`config.mk`:
```
export PLATFORM = sky130hd
export DESIGN_NAME = add128_sched_flat
export DESIGN_NICKNAME = d
export VERILOG_FILES = /design/src/rtl/add128_sched_if.sv /design/src/rtl/add128_sched.sv /design/src/flat_wrapper.sv
export SDC_FILE = /design/constraint.sdc
export NUM_CORES = 1
export LEC_CHECK = 0
export ABC_CLOCK_PERIOD_IN_PS = 4750
export BUFFER_PORTS_ARGS = -buffer_cell sky130_fd_sc_hd__buf_2
export CAP_MARGIN = 20
export CORE_MARGIN = 2
export CORE_UTILIZATION = 25
export DETAILED_ROUTE_END_ITERATION = 8
export MAX_ROUTING_LAYER = met4
export SYNTH_ARGS = -nofsm -noshare
export SYNTH_HDL_FRONTEND = slang
export SYNTH_SLANG_ARGS = --single-unit
```
`constraint.sdc`:
```
create_clock -name clk -period 4.75 [get_ports clk]
set_input_delay 0 -clock clk [delete_from_list [all_inputs] [get_ports clk]]
set_output_delay 0 -clock clk [all_outputs]
set_load 0.02 [all_outputs]
```
`src/rtl/add128_sched_if.sv`:
```
// Request/result bundle for add128_sched: two requester channels and one result channel.
// res_ovf exists only when ADD128_SCHED_OVF_EN is defined.
interface add128_sched_if #(
    parameter int unsigned N = 128
);
    logic         req0_valid;
    logic         req0_ready;
    logic [N-1:0] req0_a;
    logic [N-1:0] req0_b;
    logic         req0_cin;

    logic         req1_valid;
    logic         req1_ready;
    logic [N-1:0] req1_a;
    logic [N-1:0] req1_b;
    logic         req1_cin;

    logic         res_valid;
    logic         res_ready;
    logic [N-1:0] res_sum;
    logic         res_cout;
    logic         res_id;
`ifdef ADD128_SCHED_OVF_EN
    logic         res_ovf;

    modport master (
        output req0_valid, req0_a, req0_b, req0_cin,
        output req1_valid, req1_a, req1_b, req1_cin,
        output res_ready,
        input  req0_ready, req1_ready,
        input  res_valid, res_sum, res_cout, res_id, res_ovf
    );

    modport slave (
        input  req0_valid, req0_a, req0_b, req0_cin,
        input  req1_valid, req1_a, req1_b, req1_cin,
        input  res_ready,
        output req0_ready, req1_ready,
        output res_valid, res_sum, res_cout, res_id, res_ovf
    );
`else
    modport master (
        output req0_valid, req0_a, req0_b, req0_cin,
        output req1_valid, req1_a, req1_b, req1_cin,
        output res_ready,
        input  req0_ready, req1_ready,
        input  res_valid, res_sum, res_cout, res_id
    );

    modport slave (
        input  req0_valid, req0_a, req0_b, req0_cin,
        input  req1_valid, req1_a, req1_b, req1_cin,
        input  res_ready,
        output req0_ready, req1_ready,
        output res_valid, res_sum, res_cout, res_id
    );
`endif
endinterface

```
`src/rtl/add128_sched.sv`:
```
// N-bit adder built from one W-bit slice time-shared over N/W beats, two round-robin requesters.
// Define ADD128_SCHED_OVF_EN to add the res_ovf signed-overflow output.
module add128_sched #(
    parameter int unsigned N = 128,
    parameter int unsigned W = 32
) (
    input logic           clk,
    input logic           rst_n,
    add128_sched_if.slave bus
);
    localparam int unsigned B     = N / W;
    localparam int unsigned BeatW = (B > 1) ? $clog2(B) : 1;

    typedef enum logic [1:0] {StIdle, StRun, StDone} state_e;

    state_e           state_q, state_d;
    logic [BeatW-1:0] beat_q, beat_d;
    logic [N-1:0]     a_q, a_d;
    logic [N-1:0]     b_q, b_d;
    logic [N-1:0]     sum_q, sum_d;
    logic             carry_q, carry_d;
    logic             id_q, id_d;
    logic             last_q, last_d;

    logic             grant;
    logic             accept;
    logic             last_beat;
    logic [31:0]      off;
    logic [W-1:0]     a_slice;
    logic [W-1:0]     b_slice;
    logic [W:0]       slice_sum;

    // Tie goes to whoever did not win last; a lone requester always wins.
    always_comb begin
        if (bus.req0_valid && bus.req1_valid) begin
            grant = ~last_q;
        end else begin
            grant = bus.req1_valid;
        end
    end

    assign bus.req0_ready = (state_q == StIdle) && bus.req0_valid && !grant;
    assign bus.req1_ready = (state_q == StIdle) && bus.req1_valid && grant;
    assign accept         = bus.req0_ready || bus.req1_ready;

    assign off       = 32'(beat_q) * W;
    assign a_slice   = a_q[off +: W];
    assign b_slice   = b_q[off +: W];
    assign slice_sum = {1'b0, a_slice} + {1'b0, b_slice} + {{W{1'b0}}, carry_q};
    assign last_beat = (beat_q == BeatW'(B - 1));

    always_comb begin
        state_d = state_q;
        beat_d  = beat_q;
        a_d     = a_q;
        b_d     = b_q;
        sum_d   = sum_q;
        carry_d = carry_q;
        id_d    = id_q;
        last_d  = last_q;
        case (state_q)
            StIdle: begin
                if (accept) begin
                    a_d     = grant ? bus.req1_a : bus.req0_a;
                    b_d     = grant ? bus.req1_b : bus.req0_b;
                    carry_d = grant ? bus.req1_cin : bus.req0_cin;
                    id_d    = grant;
                    last_d  = grant;
                    beat_d  = '0;
                    state_d = StRun;
                end
            end
            StRun: begin
                sum_d[off +: W] = slice_sum[W-1:0];
                carry_d         = slice_sum[W];
                beat_d          = beat_q + BeatW'(1);
                if (last_beat) begin
                    state_d = StDone;
                end
            end
            StDone: begin
                if (bus.res_ready) begin
                    state_d = StIdle;
                end
            end
            default: state_d = StIdle;
        endcase
    end

    always_ff @(posedge clk or negedge rst_n) begin
        if (!rst_n) begin
            state_q <= StIdle;
            beat_q  <= '0;
            a_q     <= '0;
            b_q     <= '0;
            sum_q   <= '0;
            carry_q <= 1'b0;
            id_q    <= 1'b0;
            last_q  <= 1'b1;
        end else begin
            state_q <= state_d;
            beat_q  <= beat_d;
            a_q     <= a_d;
            b_q     <= b_d;
            sum_q   <= sum_d;
            carry_q <= carry_d;
            id_q    <= id_d;
            last_q  <= last_d;
        end
    end

    // After the final beat the carry register holds the carry out of the MSB.
    assign bus.res_valid = (state_q == StDone);
    assign bus.res_sum   = sum_q;
    assign bus.res_cout  = carry_q;
    assign bus.res_id    = id_q;

`ifdef ADD128_SCHED_OVF_EN
    logic ovf_q, ovf_d;

    // Carry into the MSB is recovered from the MSB sum bit and its operand bits.
    always_comb begin
        ovf_d = ovf_q;
        if (state_q == StRun && last_beat) begin
            ovf_d = a_slice[W-1] ^ b_slice[W-1] ^ slice_sum[W-1] ^ slice_sum[W];
        end
    end

    always_ff @(posedge clk or negedge rst_n) begin
        if (!rst_n) begin
            ovf_q <= 1'b0;
        end else begin
            ovf_q <= ovf_d;
        end
    end

    assign bus.res_ovf = ovf_q;
`endif
endmodule

```
`src/flat_wrapper.sv`:
```
// flat-port wrapper written by rule: the top's interface ports become plain ports
module add128_sched_flat 
#(
    parameter int unsigned N = 128,
    parameter int unsigned W = 32
)
  (clk, rst_n, bus_req0_valid, bus_req0_a, bus_req0_b, bus_req0_cin, bus_req1_valid, bus_req1_a, bus_req1_b, bus_req1_cin, bus_res_ready, bus_req0_ready, bus_req1_ready, bus_res_valid, bus_res_sum, bus_res_cout, bus_res_id);
  add128_sched_if #(.N(N)) bus_i ();
  input logic clk;
  input logic rst_n;
  input wire logic [$bits(bus_i.req0_valid)-1:0] bus_req0_valid;
  input wire logic [$bits(bus_i.req0_a)-1:0] bus_req0_a;
  input wire logic [$bits(bus_i.req0_b)-1:0] bus_req0_b;
  input wire logic [$bits(bus_i.req0_cin)-1:0] bus_req0_cin;
  input wire logic [$bits(bus_i.req1_valid)-1:0] bus_req1_valid;
  input wire logic [$bits(bus_i.req1_a)-1:0] bus_req1_a;
  input wire logic [$bits(bus_i.req1_b)-1:0] bus_req1_b;
  input wire logic [$bits(bus_i.req1_cin)-1:0] bus_req1_cin;
  input wire logic [$bits(bus_i.res_ready)-1:0] bus_res_ready;
  output wire logic [$bits(bus_i.req0_ready)-1:0] bus_req0_ready;
  output wire logic [$bits(bus_i.req1_ready)-1:0] bus_req1_ready;
  output wire logic [$bits(bus_i.res_valid)-1:0] bus_res_valid;
  output wire logic [$bits(bus_i.res_sum)-1:0] bus_res_sum;
  output wire logic [$bits(bus_i.res_cout)-1:0] bus_res_cout;
  output wire logic [$bits(bus_i.res_id)-1:0] bus_res_id;
  assign bus_i.req0_valid = bus_req0_valid;
  assign bus_i.req0_a = bus_req0_a;
  assign bus_i.req0_b = bus_req0_b;
  assign bus_i.req0_cin = bus_req0_cin;
  assign bus_i.req1_valid = bus_req1_valid;
  assign bus_i.req1_a = bus_req1_a;
  assign bus_i.req1_b = bus_req1_b;
  assign bus_i.req1_cin = bus_req1_cin;
  assign bus_i.res_ready = bus_res_ready;
  assign bus_req0_ready = bus_i.req0_ready;
  assign bus_req1_ready = bus_i.req1_ready;
  assign bus_res_valid = bus_i.res_valid;
  assign bus_res_sum = bus_i.res_sum;
  assign bus_res_cout = bus_i.res_cout;
  assign bus_res_id = bus_i.res_id;
  add128_sched #(.N(N), .W(W)) u_core (.clk(clk), .rst_n(rst_n), .bus(bus_i));
endmodule
```
Word-level counts from Yosys, hierarchy flattened:

Index checks and enable logic that the tools add are counted.

* flip-flop bits (word level): 391
* input port bits: 519
* output and inout bits: 133

* add/subtract/negate cells: 4
* eq/ne operators: 6
* shift-type cells: 4
* muxes and demuxes: 13
* bitwise operators: 1
* reductions and logical operators: 12

Operators by type and width (number)
* 2-to-1 mux 128 bit: 2
* variable part select 128 x 8 -> 32 bit: 2
* bitwise mux 128 bit: 1
* variable shift 32 x 34 -> 128 bit (first input constant): 1
* variable part select 32 x 34 -> 128 bit: 1
* negator 7 -> 34 bit: 1
* adder 32 x 32 -> 33 bit: 1
* adder 33 x 1 -> 33 bit: 1
* 2-to-1 mux 2 bit: 4
* one-hot mux 2 bit (3 select lines): 1
* logical AND 1 bit: 5
* equality test 2 bit (second input constant): 2
* != test 2 x 1 -> 1 bit (second input constant): 2
* one-hot mux 2 bit (2 select lines): 1
* AND reduction 2 bit: 2
* 2-to-1 mux 1 bit: 3
* AND reduction 3 bit: 1
* adder 2 x 1 -> 2 bit (second input constant): 1
* equality test 2 x 1 -> 1 bit (second input constant): 1
* logical NOT 2 bit: 1
* != test 2 bit (second input constant): 1
* one-hot mux 1 bit (2 select lines): 1
* nonzero test 2 bit: 1
* logical NOT 1 bit: 1
* 2 further kinds: 2

Depth between registers and ports, before layout:

Gate-level depths: netlist of the first run.

* word-level depth: 7
* gate-level depth with buffers: 13
* depth with buffers taken out: 10

Worst setup path before layout of the first run:

No wires, ideal clock.

* path kind: register -> register
* from: register u_core.beat_q[0]
* to: register u_core.sum_q[24], in the netlist u_core.bus.res_sum[24]
* setup time: 0.124 ns
* arrival: 4.109 ns
* path slack: 0.517 ns
* cell stages (with the launch flop): 13
* cell sequence: dfrtp_1 -> clkbuf_1 -> buf_1 -> mux4_2 -> fa_1 -> fa_1 -> a21o_1 -> a221o_1 -> a21oi_4 -> nand2_1 -> or4_1 -> nand3_2 -> o21ai_1

* longest elaborated chain between the ends: 5
* elaborated cells on any way between the ends: 8

Ends and longest elaborated chain
* start: declaration: RTL line add128_sched.sv:17 `logic [BeatW-1:0] beat_q, beat_d;`
* start signal: assignment: RTL line add128_sched.sv:102 `beat_q <= beat_d;`
* variable part select 128 x 8 -> 32 bit, on equally long branches: RTL line add128_sched.sv:47, add128_sched.sv:48
* adder 32 x 32 -> 33 bit: RTL line add128_sched.sv:49 `assign slice_sum = {1'b0, a_slice} + {1'b0, b_slice} + {{W{1'b0}}, carry_q};`
* adder 33 x 1 -> 33 bit: RTL line add128_sched.sv:49
* variable part select 32 x 34 -> 128 bit: RTL line add128_sched.sv:74 `sum_d[off +: W] = slice_sum[W-1:0];`
* bitwise mux 128 bit (*): RTL line add128_sched.sv:74
* end signal: assignment: RTL line add128_sched.sv:105 `sum_q <= sum_d;`
* end: declaration: RTL line add128_sched.sv:20 `logic [N-1:0] sum_q, sum_d;`

Mark *: on every way between the ends. The rest lies on a longest branch, timed or not.
A chain may end at the register's enable or synchronous reset.

Worst setup path in the final report of the first run:

* from: register u_core.beat_q[0]
* to: register u_core.sum_q[28], in the netlist u_core.bus.res_sum[28]

Same word-level chain as after synthesis.

==> flow_summary_export.csv, run 1 <==
group,metric,value,unit
timing,finalSetupViolCount,0,
cts,cts_made_buffers,47,
floorplan,dieArea,81600,µm²
worst_setup_path,worstPathArrival,4510,ps
floorplan,num_rows,103,
floorplan,fp.dieW,285.7,µm
worst_setup_path,path_class,"reg2reg",
worst_setup_path,required,5250,ps
cts,cts_tree,"built",
finish,final_cell_area,31090,µm²
power_and_ir_drop,vdd_drop_max,0.3882,mV
timing,setup_ws,742.6,ps
cts,cts.clk_slew.worst_paths,60,ps
detailed_routing,route.detailed.drc,0,
synthesis,synth_seq_area_share,49.34,%
worst_setup_path,r2r_setup_slack,740,ps
power_and_ir_drop,cellLeakagePower,15.46,nW
finish,num-fill-cells,7431,
finish,fin_nets,3492,
power_and_ir_drop,power_density,719.1,nW/µm²
synthesis,synth_area_leaders,"dfrtp_1 (49%), mux2i_1 (13%), o21ai_0 (7.7%)",
cts,clock_latency,590,ps
global_route,antenna_found_initial,7,
synthesis,async_reset_ff_share,100.0,%
synthesis,syn_area_per_cell,10.94,µm²
cts,cts_num_sinks,391,
worst_setup_path,worst-path-max-fanout,32,
timing,max_freq,249.5,MHz
synthesis,ys_top_cells_by_count,"dfrtp_1 (390), nand2_1 (317), o21ai_0 (305)",
detailed_routing,drt_iter0_drc,1060,
timing,tns,0,ps
synthesis,synth_top_area_share,49.21,%
run_status,status,"complete, no violations",
worst_setup_path,cp-start-kind,"flop",
detailed_routing,drtPass1Iterations,5,
finish,instances_no_fill,4028,
cts,cts_max_level,2,
synthesis,yosys_warnings,0,
timing,fin_hold_ws,27.42,ps
detailed_routing,vias_per_cell,4.662,
timing,post-route-period-util,84.37,%
detailed_routing,wirelength,83010,µm
global_route,grt-ovfl-total,0,
global_route,grt_pass1_vias,19790,
floorplan,ioPinCount,652,
place,hpwl,59040,µm
timing,hold_viol,0,
synthesis,ys_seq_elements,391,
timing,rsz0062_at_grt,"false",
synthesis,synthMostInstantiatedCell,"dfrtp_1",
floorplan,fp.coreArea,78740,µm²
worst_setup_path,reg2regPathDepth,10,
global_route,grt_max_degree,180,
finish,area_growth,56.73,%
synthesis,netlist_area,19830,µm²
detailed_routing,ant_nets,0,
power_and_ir_drop,power.total,22.35,mW
place,dpl.cell_count,3415,
global_route,track_usage,20.36,%
timing,slew-limit-headroom,38.46,%
cts,root_buffer,"clkbuf_16",
synthesis,synth_edf_count,0,
timing,post-route-min-period,4007,ps
detailed_routing,wl_per_cell,20.61,µm
detailed_routing,num_vias,18780,
hold_path,min_path_type,"in2async",
worst_setup_path,rr_startpoint,"u_core.beat_q[0]$_DFFE_PN0P_",
timing,worstMarginPinSlew,916.5,ps
worst_setup_path,worstSetupEndpointType,"flop",
floorplan,die_y,285.7,µm
synthesis,synth_area_leader_cell,"dfrtp_1",
synthesis,synth-main-ff-cell,"dfrtp_1",
place,dpl-instance-area,24290,µm²
synthesis,synth_nets,2371,
cts,cts_setup_buffers,0,
global_route,grt_pass1_wl,122200,µm
place,gp_congestion,0.8440,
run,maxCapViolations,0,
place,place_ws,711.8,ps
synthesis,synth_cell_types,68,
timing,skew,29.34,ps
synthesis,synth_cells,1813,
timing,drv_slew,0,
cts,clockBufferDepth,3,
finish,fin_util,39.48,%
finish,drive_gt1_share,28.39,%
place,port_buffers,651,
worst_setup_path,r2r_end,"u_core.bus.res_sum[28]$_DFFE_PN0P_",
floorplan,initial_core_util,25.19,%
==> cells in the final DEF (no fill, tap or decap), drive strengths merged, types with 12 or more instances in the layout <==
| master | n |
|---|---|
| dfrtp | 390 |
| nand2 | 317 |
| clkbuf | 71 |
| dlygate4sd3 | 520 |
| xnor2 | 14 |
| buf | 683 |
| nand3 | 13 |
| o21ai | 310 |
| a22o | 93 |
| nor2 | 22 |
| mux4 | 64 |
| mux2i | 257 |
| xor2 | 12 |
| a21oi | 27 |
| ha | 37 |
==> registers in the layout, indices dropped and copies added (netlist names) <==
register / flops
u_core.bus.res_cout: 1
u_core.bus.res_sum: 128
u_core.last_q: 1
u_core.a_q: 128
u_core.b_q: 128
u_core.beat_q: 2
u_core.state_q: 2
u_core.bus.res_id: 1
==> critical path, stage by stage, from the launching register on <==
cell and delay, ps:
dfrtp_4 460, buf_4 530, mux4_2 620, ha_1 490, nand4_1 200, or2_0 270
or4_1 530, a21oi_1 190, a211o_2 170, xor2_2 280, a22o_1 180
==> what timing repair did <==
item / CTS / global route
endpoints found under the hold margin: 343 / 0
resized for setup: 0 / 0
hold buffers: 520 / 0
==> final cells by class <==
| cell class | instances | area [µm²] | share of cell area (%) |
|---|---|---|---|
| clock inverters | 17 | 190.2 | 0.6118 |
| inverters | 9 | 33.78 | 0.1087 |
| flip-flops and latches | 391 | 9793 | 31.50 |
| well taps | 1050 | 1314 | 4.226 |
| diodes | 5 | 12.51 | 0.04025 |
| repair buffers | 1203 | 8801 | 28.31 |
| multi-input cells | 1282 | 9554 | 30.73 |
| clock buffers | 71 | 1388 | 4.464 |
==> worst max path at each step <==
stage	start	endpoint	slack, ps
after global routing	u_core.beat_q[0]$_DFFE_PN0P_	u_core.bus.res_sum[92]$_DFFE_PN0P_	490
after floorplan	u_core.beat_q[0]$_DFFE_PN0P_	u_core.bus.res_sum[24]$_DFFE_PN0P_	520
after detailed placement	u_core.beat_q[0]$_DFFE_PN0P_	u_core.bus.res_sum[28]$_DFFE_PN0P_	710
after CTS	u_core.beat_q[0]$_DFFE_PN0P_	u_core.bus.res_sum[28]$_DFFE_PN0P_	670
final	u_core.beat_q[0]$_DFFE_PN0P_	u_core.bus.res_sum[28]$_DFFE_PN0P_	740
after global placement	u_core.beat_q[0]$_DFFE_PN0P_	u_core.bus.res_sum[28]$_DFFE_PN0P_	740
==> cells by family after synthesis <==
| group | share of synthesized area [%] |
|---|---|
| fa+ha+maj | 2.536 |
| flops | 49.34 |
| mux | 20.24 |
| buf+inv | 2.719 |
| compound gates | 15.46 |
| xor+xnor | 1.224 |
| simple gates | 8.491 |
==> metal layers <==
layer	wire length (µm)	GRT usage (%)	vias up
met4	2412	6.257	0
met2	39760	33.28	639
met3	5030	4.179	126
met1	35800	25.31	9143
met5	0	-	-
li1	-	-	8872
==> power by group <==
part / internal, mW / switching, mW
clock: 2.19 / 1.49
sequential: 4.82 / 1.01
combinational: 4.76 / 8.09
Note: power is estimated with default switching activity, not from simulation.
==> run 2: changes to the inputs <==
--- a/config.mk
+++ b/config.mk
@@ -5,7 +5,7 @@
 export SDC_FILE = /design/constraint.sdc
 export NUM_CORES = 1
 export LEC_CHECK = 0
-export ABC_CLOCK_PERIOD_IN_PS = 4750
+export ABC_CLOCK_PERIOD_IN_PS = 3800
 export BUFFER_PORTS_ARGS = -buffer_cell sky130_fd_sc_hd__buf_2
 export CAP_MARGIN = 20
 export CORE_MARGIN = 2
==> constraint.sdc (replaced) <==
create_clock -name clk -period 3.8 [get_ports clk]
set_input_delay 0 -clock clk [delete_from_list [all_inputs] [get_ports clk]]
set_output_delay 0 -clock clk [all_outputs]
set_load 0.02 [all_outputs]
==> flow_summary_export.csv, run 2 (synthesis gave the netlist of run 1 again) <==
group,metric,value,unit
timing,post-route-period-util,97.16,%
worst_setup_path,cp-start-kind,"flop",
worst_setup_path,worstSetupEndpointType,"flop",
detailed_routing,wl_per_cell,19.88,µm
hold_path,min_path_type,"in2reg",
finish,drive_gt1_share,30.17,%
worst_setup_path,max_stage_delay,520,ps
worst_setup_path,path_class,"reg2reg",
timing,finalSetupViolCount,0,
power_and_ir_drop,power_density,930.7,nW/µm²
place,port_buffers,651,
timing,slew-limit-headroom,37.16,%
timing,skew,14.54,ps
cts,cts_max_level,2,
floorplan,ioPinCount,652,
power_and_ir_drop,seqPwrFrac,24.4,%
cts,clockBufferDepth,3,
power_and_ir_drop,vdd_drop_max,0.5936,mV
detailed_routing,vias_per_cell,4.656,
finish,final_cell_area,31580,µm²
place,dpl.cell_count,3478,
floorplan,fp.coreArea,78740,µm²
power_and_ir_drop,power_switching,13.49,mW
power_and_ir_drop,cellLeakagePower,15.73,nW
cts,cts_num_sinks,391,
detailed_routing,drt_iter0_drc,1089,
cts,cts.clk_slew.worst_paths,70,ps
cts,clock_latency,570,ps
finish,num-fill-cells,7358,
cts,cts_tree,"built",
cts,cts_made_buffers,45,
timing,drv_slew,0,
finish,layout_commonest_cell,"buf_2",
global_route,grt_max_degree,194,
global_route,track_usage,20.02,%
worst_setup_path,path_cells,"mux4_2, fa_1, fa_1, a21o_1, a221o_1, a21oi_4, buf_4, nand3_4, a221oi_2, xnor2_2, a22o_1",
worst_setup_path,path_buf_inv,1,
finish,area_growth,59.20,%
finish,fin_nets,3554,
timing,post-route-min-period,3692,ps
place,dpl-instance-area,24820,µm²
timing,max_freq,270.8,MHz
global_route,busiest_layer,"met2",
global_route,grt_pass1_wl,121100,µm
worst_setup_path,worst-path-max-fanout,4,
global_route,grt_util_met2,32.95,%
timing,hold_viol,0,
place,gp_congestion,0.8210,
power_and_ir_drop,intPower,15.89,mW
detailed_routing,wirelength,81230,µm
floorplan,initial_core_util,25.19,%
cts,root_buffer,"clkbuf_16",
detailed_routing,drtPass1Iterations,5,
power_and_ir_drop,power.total,29.39,mW
run,maxCapViolations,0,
global_route,grt-ovfl-total,0,
floorplan,num_rows,103,
timing,worstMarginPinSlew,942.5,ps
power_and_ir_drop,switching_share,45.91,%
power_and_ir_drop,p_clk_share,14.4,%
timing,fin_hold_ws,68.65,ps
finish,instances_no_fill,4085,
global_route,antenna_found_initial,7,
power_and_ir_drop,p_comb_share,61.3,%
worst_setup_path,required,4240,ps
run_status,status,"complete, no violations",
floorplan,die_y,285.7,µm
worst_setup_path,worstPathArrival,4140,ps
floorplan,dieArea,81600,µm²
timing,tns,0,ps
place,hpwl,57830,µm
worst_setup_path,slowest_stage,"mux4_2",
worst_setup_path,cp_top_family,"compound AO/OA/AOI/OAI gates",
detailed_routing,route.detailed.drc,0,
detailed_routing,ant_nets,0,
finish,layout_common_cells,"buf_2 (650), dlygate4sd3_1 (519), dfrtp_1 (388), nand2_1 (316), o21ai_0 (301)",
global_route,met1_usage,25.04,%
global_route,grt_pass1_vias,20140,
detailed_routing,num_vias,19020,
floorplan,fp.dieW,285.7,µm
global_route,use_met3,3.309,%
worst_setup_path,cpMostUsedCell,"fa_1",
timing,rsz0062_at_grt,"true",
==> run 2: layer usage <==
layer / share of wire (%) / routed length [µm]
met5: 0 / 0
met2: 48 / 39340
met1: 43 / 35220
met4: 3.0 / 2440
met3: 5.2 / 4231
==> run 2: worst paths after layout <==
kind | from | endpoint | slack, ps | cells past startpoint
worst max register to register | u_core.beat_q[0]$_DFFE_PN0P_ | u_core.bus.res_sum[94]$_DFFE_PN0P_ | 110 | 11
max in group asynchronous | rst_n | u_core.a_q[112]$_DFFE_PN0P_ | 2590 | 3
min in group asynchronous | rst_n | u_core.bus.res_sum[20]$_DFFE_PN0P_ | 120 | 2
worst min-delay path | bus_req0_b[96] | u_core.b_q[96]$_DFFE_PN0P_ | 70 | 3
worst min register to register | u_core.b_q[98]$_DFFE_PN0P_ | u_core.b_q[98]$_DFFE_PN0P_ | 470 | 2
worst max-delay path | u_core.beat_q[0]$_DFFE_PN0P_ | u_core.bus.res_sum[94]$_DFFE_PN0P_ | 110 | 11
==> run 2: worst min-delay path, cell delays in order <==
cell,delay (ps)
buf_2,80
mux2i_1,270
o21ai_0,240
==> run 2: final cells by class <==
type                       instances  area, µm²  area share [%]
multi-input combinational       1282       9657           30.58
antenna                            5      12.51         0.03963
clock inverter                    12      126.4          0.4002
timing repair buffer            1267       9353           29.62
clock buffer                      69       1286           4.074
inverter                           9      33.78          0.1070
sequential                       391       9793           31.02
tap                             1050       1314           4.161
==> run 2: what timing repair did <==
action | in CTS | in global routing
hold buffers | 519 | 0
endpoints found under the setup margin | 24 | 50
buffers inserted | 2 | 0
pin swaps | 2 | 2
gates cloned | 0 | 0
endpoints found under the hold margin | 368 | 0
resized for setup | 6 | 19
==> run 2: power by group through the flow <==
stage                     Combinational (mW)  Sequential [mW]  Clock, mW
after floorplan                         9.21             7.35          0
after detailed placement                17.0             7.21          0
after CTS                               17.9             7.16       4.32
after global placement                  16.8             7.20          0
final                                   18.0             7.16       4.22
after global routing                    19.6             7.38       4.51
==> run 2: stage by stage <==
step                      worst slack [ps]  util, %
after global placement              -137.8    31.52
after global routing                -26.31    40.10
after floorplan                      42.64        -
final                                107.8    40.10
after CTS                            44.93    39.97
after detailed placement            -133.9    31.52
